**src/rtl/count_frame_packer.sv**
```systemverilog
// count_frame_packer: packs COUNTER samples into fixed-length frames held in a
// two-slot ping-pong buffer and streams them out over valid/ready.
module count_frame_packer #(
    parameter int NUM_BINS = 16,
    parameter int BIN_W    = 8
) (
    input  logic             CLK,
    input  logic             RST_N,
    input  logic             INTR,
    input  logic [BIN_W-1:0] COUNTER,
    input  logic             CLEAR,
    input  logic             CLR_FLAGS,
    output logic [BIN_W-1:0] M_DATA,
    output logic             M_VALID,
    output logic             M_LAST,
    input  logic             M_READY,
    output logic [15:0]      FRAME_CNT,
    output logic [7:0]       DROP_CNT,
    output logic             OVERFLOW,
    output logic             SHORT_FRAME
);
    localparam int LW = $clog2(NUM_BINS + 1);
    localparam int IW = $clog2(NUM_BINS);
    localparam logic [LW-1:0] LEN_FULL = LW'(NUM_BINS);
    localparam logic [LW-1:0] IDX_LAST = LW'(NUM_BINS - 1);

    typedef enum logic [1:0] {W_IDLE, W_FILL, W_WAIT, W_DROP} w_state_t;
    typedef enum logic {R_IDLE, R_SEND} r_state_t;

    w_state_t          w_state_q, w_state_d;
    r_state_t          r_state_q;
    logic              intr_q, clear_q, intr_rise, clear_rise;
    logic [BIN_W-1:0]  mem_q [2][NUM_BINS];
    logic [LW-1:0]     len_q [2];
    logic [1:0]        full_q;
    logic              wr_slot_q, rd_slot_q;
    logic [LW-1:0]     idx_q, idx_d, wr_ptr, rd_idx_q;
    logic              claim, drop, w_write, close, hs, done;

    always_comb begin
        intr_rise  = INTR & ~intr_q;
        clear_rise = CLEAR & ~clear_q;
        claim      = (w_state_q == W_IDLE) && intr_rise && !full_q[wr_slot_q];
        drop       = (w_state_q == W_IDLE) && intr_rise && full_q[wr_slot_q];
        w_write    = claim || ((w_state_q == W_FILL) && intr_rise);
        wr_ptr     = (w_state_q == W_IDLE) ? '0 : idx_q;
        idx_d      = w_write ? wr_ptr + LW'(1) : wr_ptr;
        // A bin arriving with CLEAR is written first, then the frame closes.
        close      = (claim || (w_state_q == W_FILL)) && ((idx_d == LEN_FULL) || clear_rise);
        w_state_d  = close      ? (clear_rise ? W_IDLE : W_WAIT) :
                     claim      ? W_FILL :
                     drop       ? (clear_rise ? W_IDLE : W_DROP) :
                     clear_rise ? W_IDLE : w_state_q;
        hs         = M_VALID & M_READY;
        done       = hs && (rd_idx_q == IDX_LAST);
    end

    // Bins past the written length read back as zero, so slots need no clearing.
    assign M_VALID = (r_state_q == R_SEND);
    assign M_LAST  = M_VALID && (rd_idx_q == IDX_LAST);
    assign M_DATA  = (M_VALID && (rd_idx_q < len_q[rd_slot_q])) ? mem_q[rd_slot_q][rd_idx_q[IW-1:0]] : '0;

    always_ff @(posedge CLK) begin
        if (w_write) mem_q[wr_slot_q][wr_ptr[IW-1:0]] <= COUNTER;
    end

    always_ff @(posedge CLK or negedge RST_N) begin
        if (!RST_N) begin
            intr_q      <= 1'b0;
            clear_q     <= 1'b0;
            w_state_q   <= W_IDLE;
            r_state_q   <= R_IDLE;
            idx_q       <= '0;
            rd_idx_q    <= '0;
            wr_slot_q   <= 1'b0;
            rd_slot_q   <= 1'b0;
            full_q      <= '0;
            len_q[0]    <= '0;
            len_q[1]    <= '0;
            FRAME_CNT   <= '0;
            DROP_CNT    <= '0;
            OVERFLOW    <= 1'b0;
            SHORT_FRAME <= 1'b0;
        end else begin
            intr_q      <= INTR;
            clear_q     <= CLEAR;
            w_state_q   <= w_state_d;
            idx_q       <= idx_d;
            wr_slot_q   <= wr_slot_q ^ close;
            if (close) len_q[wr_slot_q] <= idx_d;
            full_q      <= (full_q & ~({1'b0, done} << rd_slot_q)) | ({1'b0, close} << wr_slot_q);
            OVERFLOW    <= drop | (OVERFLOW & ~CLR_FLAGS);
            SHORT_FRAME <= (close && (idx_d != LEN_FULL)) | (SHORT_FRAME & ~CLR_FLAGS);
            DROP_CNT    <= CLR_FLAGS ? {7'd0, drop} : DROP_CNT + {7'd0, drop && (DROP_CNT != 8'hFF)};
            FRAME_CNT   <= FRAME_CNT + {15'd0, done};
            if (r_state_q == R_IDLE) begin
                r_state_q <= full_q[rd_slot_q] ? R_SEND : R_IDLE;
                rd_idx_q  <= '0;
            end else if (hs) begin
                rd_idx_q  <= done ? '0 : rd_idx_q + LW'(1);
                rd_slot_q <= rd_slot_q ^ done;
                r_state_q <= (done && !full_q[~rd_slot_q]) ? R_IDLE : R_SEND;
            end
        end
    end
endmodule
```
**config.mk**
```make
export PLATFORM = sky130hd
export DESIGN_NAME = count_frame_packer
export DESIGN_NICKNAME = d
export VERILOG_FILES = /design/src/rtl/count_frame_packer.sv
export SDC_FILE = /design/constraint.sdc
export NUM_CORES = 1
export LEC_CHECK = 0
export BUFFER_PORTS_ARGS = -buffer_cell sky130_fd_sc_hd__buf_2
export CAP_MARGIN = 0
export CORE_MARGIN = 2
export CORE_UTILIZATION = 55
export DETAILED_ROUTE_END_ITERATION = 10
export PLACE_DENSITY = 0.84
export SYNTH_ARGS = -nofsm -noshare
export SYNTH_HDL_FRONTEND = slang
export SYNTH_SLANG_ARGS = --single-unit
```
**constraint.sdc**
```tcl
create_clock -name CLK -period 2.6 [get_ports CLK]
set_input_delay 0.26 -clock CLK [delete_from_list [all_inputs] [get_ports CLK]]
set_output_delay 0.26 -clock CLK [all_outputs]
set_load 0.05 [all_outputs]
```
==> results of run 1 <==
==> synthesized netlist by cell type (all sizes together) (2+ instances only) <==
cell type,n
o22ai,11
inv,16
o2111a,3
nand4,6
nor4,8
a32o,3
nand2,19
a41oi,2
a22oi,5
nand3,12
dfrtp,55
and2b,3
and3,10
clkbuf,17
nand3b,3
ha,13
a221oi,6
mux2i,40
a211oi,7
xor2,9
nand2b,5
mux4,42
or3,8
buf,22
edfxtp,256
mux2,29
nor3,3
a2111oi,5
a32oi,5
nor2,62
nor2b,14
o21ai,10
a21oi,16
xnor2,13
a21o,3
==> kinds of logic (layout without fill, tap and decap cells) <==
family	Yosys count	in the layout	synth area share
AOI/OAI and AO/OA	86	86	0.0486
xor gates and xnor gates	22	22	0.0150
adders and majority gates	13	13	0.0126
buffers and inverters	55	207	0.0242
DFF	311	311	0.703
muxes	111	111	0.132
and+or+nand+nor	161	161	0.0645
==> per-layer routing <==
metal	global-route usage	vias to the layer above	share of wire
met4	0.0727	0	0.026
met5	0	-	0
met1	0.328	3804	0.39
met3	0.0454	63	0.094
li1	-	3229	-
met2	0.392	427	0.49
==> where the power goes <==
part | total (W) | internal [W] | switching (W)
clock | 0.00435 | 0.00248 | 0.00187
combinational | 0.00460 | 0.00200 | 0.00260
sequential | 0.00573 | 0.00558 | 0.000153
total | 0.0147 | 0.0101 | 0.00462
==> repair_timing <==
item	in CTS	in global routing
hold buffers	4	0
endpoints found under the hold margin	30	0
gates cloned	1	0
endpoints found under the setup margin	8	10
buffers inserted	1	4
pin swaps	3	1
gates resized for setup	33	8
==> stage by stage <==
step           hold slack [ps]  setup TNS [ps]  utilization  cell area, µm²  instances
2_1_floorplan            -35.6           -3510            -           13000        759
6_report                  15.6           -4000        0.654           15200       1230
3_3_place_gp               280            -188        0.601           14000       1163
3_5_place_dp               287            -321        0.601           14000       1163
4_1_cts                   5.10           -4140        0.652           15200       1226
5_1_grt                   17.7           -4680        0.654           15200       1230
==> worst min path at each step <==
| stage | end | startpoint | slack [ps] | depth (start not counted) |
|---|---|---|---|---|
| after floorplan | DROP_CNT[0]$_DFF_PN0_ | RST_N | -40 | 0 |
| after global placement | FRAME_CNT[14]$_DFF_PN0_ | RST_N | 280 | 1 |
| after detailed placement | FRAME_CNT[14]$_DFF_PN0_ | RST_N | 290 | 1 |
| after CTS | rd_slot_q$_DFFE_PN0P_ | M_READY | 5 | 2 |
| after global routing | rd_slot_q$_DFFE_PN0P_ | M_READY | 20 | 2 |
| final | rd_slot_q$_DFFE_PN0P_ | M_READY | 20 | 2 |
==> state kept, by name (all words and copies together), names as in the netlist, 2 cells and up <==
| signal | cells |
|---|---|
| DROP_CNT | 8 |
| FRAME_CNT | 16 |
| full_q | 2 |
| idx_q | 5 |
| len_q | 10 |
| mem_q | 256 |
| rd_idx_q | 5 |
| w_state_q | 2 |
==> layout make-up <==
type	instances	area [µm²]
Timing Repair Buffer	134	1060
Sequential cell	311	9070
Tap cell	319	399
Clock inverter	23	201
Multi-Input combinational cell	393	3650
Inverter	16	60.1
Fill cell	1525	8040
Clock buffer	34	787
==> worst max-delay path, stage by stage, from the launching register on <==
cell and delay, ps:
dfrtp_4 540, mux2i_1 140, ha_1 310, a21oi_2 130
nor2b_1 70, or4_4 510, buf_12 170, buf_4 140
a21oi_2 110, buf_6 170
==> reports/qor.yml, run 1 <==
skew_ps: 33.0
min_period_ps: 3120
antenna_found_initial: 0
critPathCaptureType: "primary output"
h-tree-depth: 1
cts.sinks: 311
cp_data_arrival_time_ps: 2860
vias_per_cell: 6.12
ant_nets: 0
power.density_nw_per_um2: 965
rows: 56
ys_async_sr_fraction: 0.177
synthDistinctLibCells: 61
p_leak_nw: 5.70
wl_mm: 29.1
pre_cts_ws_ps: -85.0
portBuffers: 49
max_slew_margin: 0.537
ys_seq_area_frac: 0.703
synth_seq_cells: 311
track_usage: 0.238
grt_pass1_wl_mm: 44.3
worstRegToRegCells: 9
path_clk_slew_ps: 60
setup_violations: 8
grt_pass1_vias: 7645
finalHoldViolations: 0
dp_hpwl_mm: 18.2
fmax_ghz: 0.321
setup_slack_ps: -515
insertion_delay_ps: 580
drc: 0
ys_warn_count: 0
synth_largest_area_cell: "edfxtp_1"
hp-class: "in2reg"
synth_top_cell_area_share: 0.597
synth_edf_count: 256
final_cell_mix: "edfxtp_1, buf_4, nor2_1"
grt_max_degree: 36
violations: "negative setup slack"
worst_pin_slew_ps: 695
r2r-start: "rd_idx_q[1]$_DFFE_PN0P_"
die_h_um: 157
dieWidth_um: 157
maxCapViolCount: 0
fin_crit_sh: 1.20
cts_buffers: 31
syn-cell-area_um2: 12900
final_common_cell: "edfxtp_1"
dieArea_um2: 24700
start_kind: "flip-flop"
status: "finished with violations"
postSynthAreaPerCell_um2: 17.0
drive_gt1_frac: 0.290
synthTopCellsByArea: "edfxtp_1, dfrtp_1, mux4_2"
ioPinCount: 50
fin_nets: 914
core-area_um2: 23300
drtIter0Drc: 776
gp_congestion: 0.835
power_w: 0.0147
clockBufferDepth: 3
startpoint: "rd_slot_q$_DFFE_PN0P_"
area.growth.synth_to_final_pct: 18.1
critical_path.endpoint: "M_DATA[3]"
irDropWorstVdd_mv: 0.774
cts_root_buf: "clkbuf_16"
wl_per_cell_um: 23.7
r2r_end: "FRAME_CNT[14]$_DFF_PN0_"
antenna_cells: 0
start_util: 0.554
firstDrtPassIters: 5
cts_tree: "yes"
synth_cells: 759
grt-ovfl-total: 0
worstSetupPathType: "reg2out"
synth_nets: 786
critPathRequiredTime_ps: 2340
num_vias: 7523
crit_fanout: 7
rsz0062_at_grt: "yes"
ys.flop_type: "edfxtp_1"
maxSlewViolCount: 0
reg2reg_slack_ps: 160
(Power assumes the default switching activity.)
==> run 2, diff against run 1 <==
--- a/config.mk
+++ b/config.mk
@@ -5,12 +5,14 @@
 export SDC_FILE = /design/constraint.sdc
 export NUM_CORES = 1
 export LEC_CHECK = 0
+export ABC_AREA = 1
 export BUFFER_PORTS_ARGS = -buffer_cell sky130_fd_sc_hd__buf_2
 export CAP_MARGIN = 0
 export CORE_MARGIN = 2
-export CORE_UTILIZATION = 55
+export CORE_UTILIZATION = 56
 export DETAILED_ROUTE_END_ITERATION = 10
-export PLACE_DENSITY = 0.84
+export PLACE_DENSITY = 0.85
+export SLEW_MARGIN = 5
 export SYNTH_ARGS = -nofsm -noshare
 export SYNTH_HDL_FRONTEND = slang
 export SYNTH_SLANG_ARGS = --single-unit
==> run 2 against run 1 <==
- the run still ends with negative setup slack left
- critical path depth up 2
- maximum frequency up 3.3%
- sequential power up 0.9%
==> reports/qor.yml, run 2 <==
ys_async_sr_fraction: 0.177  # unchanged
num_vias: 9881  # +31%
wl_per_cell_um: 25.2  # +6.6%
cts_tree: "yes"
synth_cells: 1103  # +45%
area.growth.synth_to_final_pct: 20.4
final_area_um2: 15700  # +3.0%
grt_pass1_wl_mm: 55.3  # +25%
crit_fanout: 25  # +18
instances_no_fill: 1520  # +24%
startpoint: "rd_slot_q$_DFFE_PN0P_"
regArea_um2: 9070  # about the same
met3WireLength_mm: 4.88  # +79%
top_layer: "met4"
ys_warn_count: 0  # unchanged
dieArea_um2: 24500  # -0.79%
comb_power_share: 0.399  # +0.086
start_kind: "flip-flop"
ant_nets: 0  # unchanged
gp_congestion: 0.886  # +6.1%
critPathCaptureType: "primary output"
antenna_cells: 0  # unchanged
final_cell_mix: "edfxtp_1, nand2_1, nor2_1"
ioPinCount: 50  # unchanged
min_period_ps: 3020  # -98.9 ps
status: "finished with violations"
antenna_found_initial: 0  # unchanged
skew_ps: 32.8  # -0.234 ps
cts.sinks: 311  # unchanged
drtIter0Drc: 1557  # +100%
drc: 0  # unchanged
dp.cells: 1446  # +24%
fin_nets: 1239  # +36%
clockPowerShare: 0.270  # -0.026
synth_seq_cells: 311  # unchanged
drive_gt1_frac: 0.215  # -0.0752
critPathRequiredTime_ps: 2340  # about the same
ys_seq_area_frac: 0.696  # -0.00696
power.density_nw_per_um2: 1110  # +15%
dpl_cell_area_um2: 13900  # -0.69%
worst_pin_slew_ps: 821  # +126 ps
insertion_delay_ps: 580  # about the same
grt_max_degree: 63  # +75%
ys.flop_type: "edfxtp_1"
grt-ovfl-total: 0  # unchanged
final_util: 0.690  # +0.0358
intPower_w: 0.0107  # +6.5%
final_common_cell: "edfxtp_1"
cts_buffers: 30  # -3.2%
rows: 55  # -1.8%
swShare: 0.386  # +0.0710
postSynthAreaPerCell_um2: 11.8  # -30%
fin_crit_sh: 1.16  # -0.0381
track_usage: 0.302  # +0.0634
clockBufferDepth: 3  # unchanged
h-tree-depth: 1  # unchanged
synth_largest_area_cell: "edfxtp_1"
hp-class: "in2reg"
dp_hpwl_mm: 19.1  # +4.9%
power_w: 0.0175  # +19%
hp-start: "M_READY"
synthDistinctLibCells: 44  # -28%
die_h_um: 156  # -0.39%
maxCapViolCount: 0  # unchanged
setup_violations: 8  # unchanged
cp_data_arrival_time_ps: 2760  # -100 ps
largest_reg_flops: 256  # unchanged
finalHoldViolations: 0  # unchanged
cts_root_buf: "clkbuf_16"
dieWidth_um: 156  # -0.39%
fmax_ghz: 0.332  # +3.3%
wl_mm: 38.4  # +32%
synth_nets: 1130  # +44%
start_util: 0.573  # +0.0192
core-area_um2: 22700  # -2.4%
seqPwrFrac: 0.331  # -0.059
switchingPower_w: 0.00674  # +46%
maxSlewViolCount: 0  # unchanged
syn-cell-area_um2: 13000  # +1.0%
path_clk_slew_ps: 60  # about the same
synth_top_cell_area_share: 0.591  # -0.00591
irDropWorstVdd_mv: 0.820  # +5.9%
r2r-start: "w_state_q[1]$_DFFE_PN0P_"
multiInputGateArea_um2: 3760  # +3.2%
vias_per_cell: 6.50  # +6.3%
portBuffers: 49  # unchanged
p_leak_nw: 6.06  # +6.3%
worstSetupPathType: "reg2out"
setup_slack_ps: -416  # +98.9 ps
synthTopCellsByArea: "edfxtp_1, dfrtp_1, nand2_1"
synth_edf_count: 256  # unchanged
tns_ps: -2670  # +1320 ps
rsz0062_at_grt: "yes"
grt_pass1_vias: 9558  # +25%
synth_common_cells: "edfxtp_1, nand2_1, nor2_1"
met2_wirelength_mm: 18.3  # +28%
met1_length_mm: 12.4  # +9.7%
violations: "negative setup slack"
firstDrtPassIters: 6  # +1
max_slew_margin: 0.453  # -0.0838
fillers: 1372  # -10%
-- run 2: changes by cell type after synthesis, sizes merged, moves of 18 or more --
cell	delta
nand2	+251
nor2	+45
mux4	-42
a22oi	+18
mux2i	-33
o21ai	+43
mux2	-29
inv	+31
a21oi	+68
nand3	+51
-- run 2: area by class of cell --
type,count,area share
sequential,311,0.579
multi-input combinational,691,0.240
timing repair buffer,127,0.0766
clock buffer,40,0.0542
tap,285,0.0228
inverter,51,0.0145
clock inverter,15,0.0132
-- run 2: power groups by stage --
| stage | Combinational [W] | Sequential (W) | Clock, W |
|---|---|---|---|
| floorplan | 0.00337 | 0.00588 | 0 |
| global placement | 0.00487 | 0.00583 | 0 |
| detailed placement | 0.00500 | 0.00584 | 0 |
| CTS | 0.00609 | 0.00574 | 0.00463 |
| global route | 0.00720 | 0.00579 | 0.00486 |
| finish | 0.00697 | 0.00578 | 0.00471 |
-- run 2: worst max-delay path: stages (launching register included) --
cell and delay (ps):
dfrtp_4 560, inv_8 120, buf_12 180, nand2_1 130
a22oi_2 270, nand2_2 120, nand3_1 80, nand3_1 110
nand2_1 150, nand2_1 150, nor2_4 140, buf_6 170
-- run 2: timing repair --
action	CTS	global route
resized for setup	60	46
hold endpoints to repair	39	0
hold buffers	4	0
buffers inserted	4	4
pin swaps	8	11
gates cloned	5	2
setup endpoints to repair	9	28
-- run 2: path summary, 6_finish.rpt --
kind | to | slack (ps) | cells after the start
setup / recovery | M_DATA[1] | -420 | 11
hold / removal | rd_idx_q[1]$_DFFE_PN0P_ | 20 | 3
setup reg to reg | mem_q[0][17]$_DFFE_PP_ | 90 | 10
hold reg to reg | FRAME_CNT[15]$_DFF_PN0_ | 490 | 1
max in group asynchronous | FRAME_CNT[4]$_DFF_PN0_ | 1510 | 3
min in group asynchronous | M_VALID$_DFF_PN0_ | 320 | 2
-- run 2: logic make-up (layout without fill, tap and decap cells) --
| group | Yosys count | after routing | synth area share |
|---|---|---|---|
| xor+xnor | 14 | 14 | 0.00942 |
| fa+ha+maj | 13 | 13 | 0.0125 |
| simple gates | 458 | 458 | 0.151 |
| buf+inv | 101 | 233 | 0.0347 |
| mux | 7 | 7 | 0.00538 |
| compound gates | 199 | 199 | 0.0909 |
| flops | 311 | 311 | 0.696 |
-- run 2: stage by stage --
| stage | hold slack (ps) | worst slack [ps] |
|---|---|---|
| 2_1_floorplan | -35.6 | -273 |
| 3_3_place_gp | 367 | 47.4 |
| 3_5_place_dp | 379 | -4.23 |
| 4_1_cts | 13.6 | -201 |
| 5_1_grt | 46.4 | -463 |
| 6_report | 15.1 | -416 |
-- run 2: layer usage --
| layer | up-vias | GRT usage |
|---|---|---|
| met5 | - | 0 |
| met3 | 231 | 0.0590 |
| met4 | 0 | 0.155 |
| met2 | 929 | 0.501 |
| met1 | 4597 | 0.381 |
| li1 | 4124 | - |
==> run 3, diff against run 2 <==
--- a/config.mk
+++ b/config.mk
@@ -12,6 +12,7 @@
 export CORE_UTILIZATION = 56
 export DETAILED_ROUTE_END_ITERATION = 10
 export PLACE_DENSITY = 0.85
+export RECOVER_POWER = 25
 export SLEW_MARGIN = 5
 export SYNTH_ARGS = -nofsm -noshare
 export SYNTH_HDL_FRONTEND = slang
==> run 3 against run 2 <==
- the flow finishes with violations (max-capacitance violations, max-slew violations, negative setup slack)
- first-iteration DRC count fell by 0.83%
- routed wire length fell by 0.41%
- die area did not move
- via count rose by 0.10%
- global-route usage did not move
- non-clock buffer count did not move
- worst setup slack improved by 38 ps
- register-to-register slack got worse by 20 ps
- sequential share of layout area barely moved
- clock-buffer cell count did not move
- hold slack improved by 5.2 ps
- core utilization barely moved
- critical endpoint is now M_DATA[2]
- largest cell class unchanged
==> reports/qor.yml, run 3 (synthesis results as in run 2) <==
status: "finished with violations"
violations: "max-capacitance violations, max-slew violations, negative setup slack"
final_common_cell: "edfxtp_1"
fmax_ghz: 0.336  # +1.3%
fin_nets: 1239  # unchanged
hp-class: "in2reg"
wl_mm: 38.2  # -0.41%
min_period_ps: 2980  # -37.5 ps
path_clk_slew_ps: 60  # about the same
cp_data_arrival_time_ps: 2720  # -40 ps
grt_pass1_wl_mm: 55.3  # unchanged
fin_crit_sh: 1.15  # -0.0144
clockPowerShare: 0.270  # about the same
skew_ps: 32.9  # +0.0985 ps
grt_pass1_vias: 9558  # unchanged
antenna_cells: 0  # unchanged
finalHoldViolations: 0  # unchanged
final_area_um2: 15700  # about the same
pre_cts_ws_ps: -4.23  # unchanged
critPathRequiredTime_ps: 2340  # about the same
comb_power_share: 0.399  # about the same
clockBufferDepth: 3  # unchanged
vias_per_cell: 6.51  # +0.10%
antenna_found_initial: 0  # unchanged
cts_root_buf: "clkbuf_16"
dieArea_um2: 24500  # unchanged
power_w: 0.0174  # -0.14%
rows: 55  # unchanged
ant_nets: 0  # unchanged
final_cell_mix: "edfxtp_1, nand2_1, nor2_1"
path_common_cell: "nand2_2"
firstDrtPassIters: 8  # +2
dieWidth_um: 156  # unchanged
h-tree-depth: 1  # unchanged
worst_pin_slew_ps: 1730  # +906 ps
maxSlewViolCount: 165  # +165
dpl_cell_area_um2: 13900  # unchanged
track_usage: 0.302  # unchanged
dp_hpwl_mm: 19.1  # unchanged
drive_gt1_frac: 0.209  # -0.00567
path_cells: "inv_8, bufbuf_16, a21oi_1, a22oi_1, nand2_1, nand2_2, nor2_1, o21ai_1, nand2_2, nor2_4, buf_8"
irDropWorstVdd_mv: 0.818  # -0.26%
maxCapViolCount: 5  # +5
cts_tree: "yes"
start_kind: "flip-flop"
wl_per_cell_um: 25.1  # -0.41%
power.density_nw_per_um2: 1110  # about the same
drc: 0  # unchanged
drtIter0Drc: 1544  # -0.83%
tns_ps: -2560  # +110 ps
fillers: 1376  # +0.29%
die_h_um: 156  # unchanged
cts.sinks: 311  # unchanged
swShare: 0.385  # -0.000888
grt_max_degree: 63  # unchanged
max_slew_margin: -0.151  # -0.604
seqPwrFrac: 0.332  # about the same
portBuffers: 49  # unchanged
ioPinCount: 50  # unchanged
switchingPower_w: 0.00671  # -0.37%
crit_family: "buffers and inverters"
setup_violations: 8  # unchanged
area.growth.synth_to_final_pct: 20.3  # about the same
grt-ovfl-total: 0  # unchanged
crit_fanout: 15  # -40%
rsz0062_at_grt: "yes"
start_util: 0.573  # unchanged
insertion_delay_ps: 580  # about the same
largest_reg_flops: 256  # unchanged
cts_buffers: 30  # unchanged
gp_congestion: 0.886  # unchanged
cp_num_buf_inv: 3  # unchanged
cpPeakStageDelay_ps: 560  # about the same
hold_slack_ps: 20.3  # +5.20 ps
core-area_um2: 22700  # unchanged
critPathCaptureType: "primary output"
worstSetupPathType: "reg2out"
num_vias: 9891  # +0.10%
p_leak_nw: 6.04  # -0.32%
setup_slack_ps: -379  # +37.5 ps
cp_slowest_cell: "dfrtp_4"
intPower_w: 0.0107  # about the same
==> run 3: changes by cell type in the layout (fill, tap and decap cells not counted), sizes merged <==
cell,change
clkbuf,+7
buf,-7
==> run 3: final cells by class <==
cell class / instances / area, µm² / share of cell area
timing repair buffer: 127 / 1190 / 0.0761
inverter: 51 / 228 / 0.0145
tap: 285 / 357 / 0.0228
sequential: 311 / 9070 / 0.579
clock buffer: 40 / 850 / 0.0542
multi-input combinational: 691 / 3760 / 0.240
clock inverter: 15 / 206 / 0.0132
==> run 3: power by group through the flow <==
| stage | combinational [W] | sequential, W | clock [W] |
|---|---|---|---|
| final | 0.00695 | 0.00578 | 0.00470 |
| after global routing | 0.00720 | 0.00579 | 0.00486 |
| after CTS | 0.00609 | 0.00574 | 0.00463 |
| after detailed placement | 0.00500 | 0.00584 | 0 |
| after global placement | 0.00487 | 0.00583 | 0 |
| after floorplan | 0.00337 | 0.00588 | 0 |
==> run 3: worst paths after layout <==
path,startpoint,to,slack (ps),depth (start not counted)
worst max-delay path,rd_slot_q$_DFFE_PN0P_,M_DATA[2],-380,11
worst min-delay path,M_READY,rd_idx_q[1]$_DFFE_PN0P_,20,3
worst max register to register,w_state_q[1]$_DFFE_PN0P_,mem_q[0][17]$_DFFE_PP_,70,10
worst min register to register,FRAME_CNT[15]$_DFF_PN0_,FRAME_CNT[15]$_DFF_PN0_,490,1
max in group asynchronous,RST_N,FRAME_CNT[4]$_DFF_PN0_,1500,3
min in group asynchronous,RST_N,full_q[0]$_DFF_PN0_,320,2
==> run 3: timing repair <==
action | in CTS | in global routing
pin swaps | 8 | 11
endpoints found under the setup margin | 9 | 28
hold endpoints to repair | 39 | 0
hold buffers | 4 | 0
gates resized for setup | 60 | 46
buffers inserted | 4 | 4
cloned | 5 | 2
==> run 3: tightest hold or removal path: stages <==
cell and delay [ps]:
buf_2 130, nand3_1 80, o21ai_0 70
==> run 3: layer usage <==
metal  part of all wire  vias to the layer above  GRT usage  wire (µm)
li1                   -                     4126          -          -
met1               0.32                     4648      0.381      12200
met2               0.48                      890      0.501      18500
met3               0.13                      227     0.0590       4810
met4              0.071                        0      0.155       2700
met5                  0                        -          0          0
==> run 3: per-stage QoR <==
stage               utilization  std cells
CTS                       0.678       1514
finish                    0.690       1520
detailed placement        0.612       1446
global route              0.690       1520
global placement          0.612       1446
floorplan                     -       1103
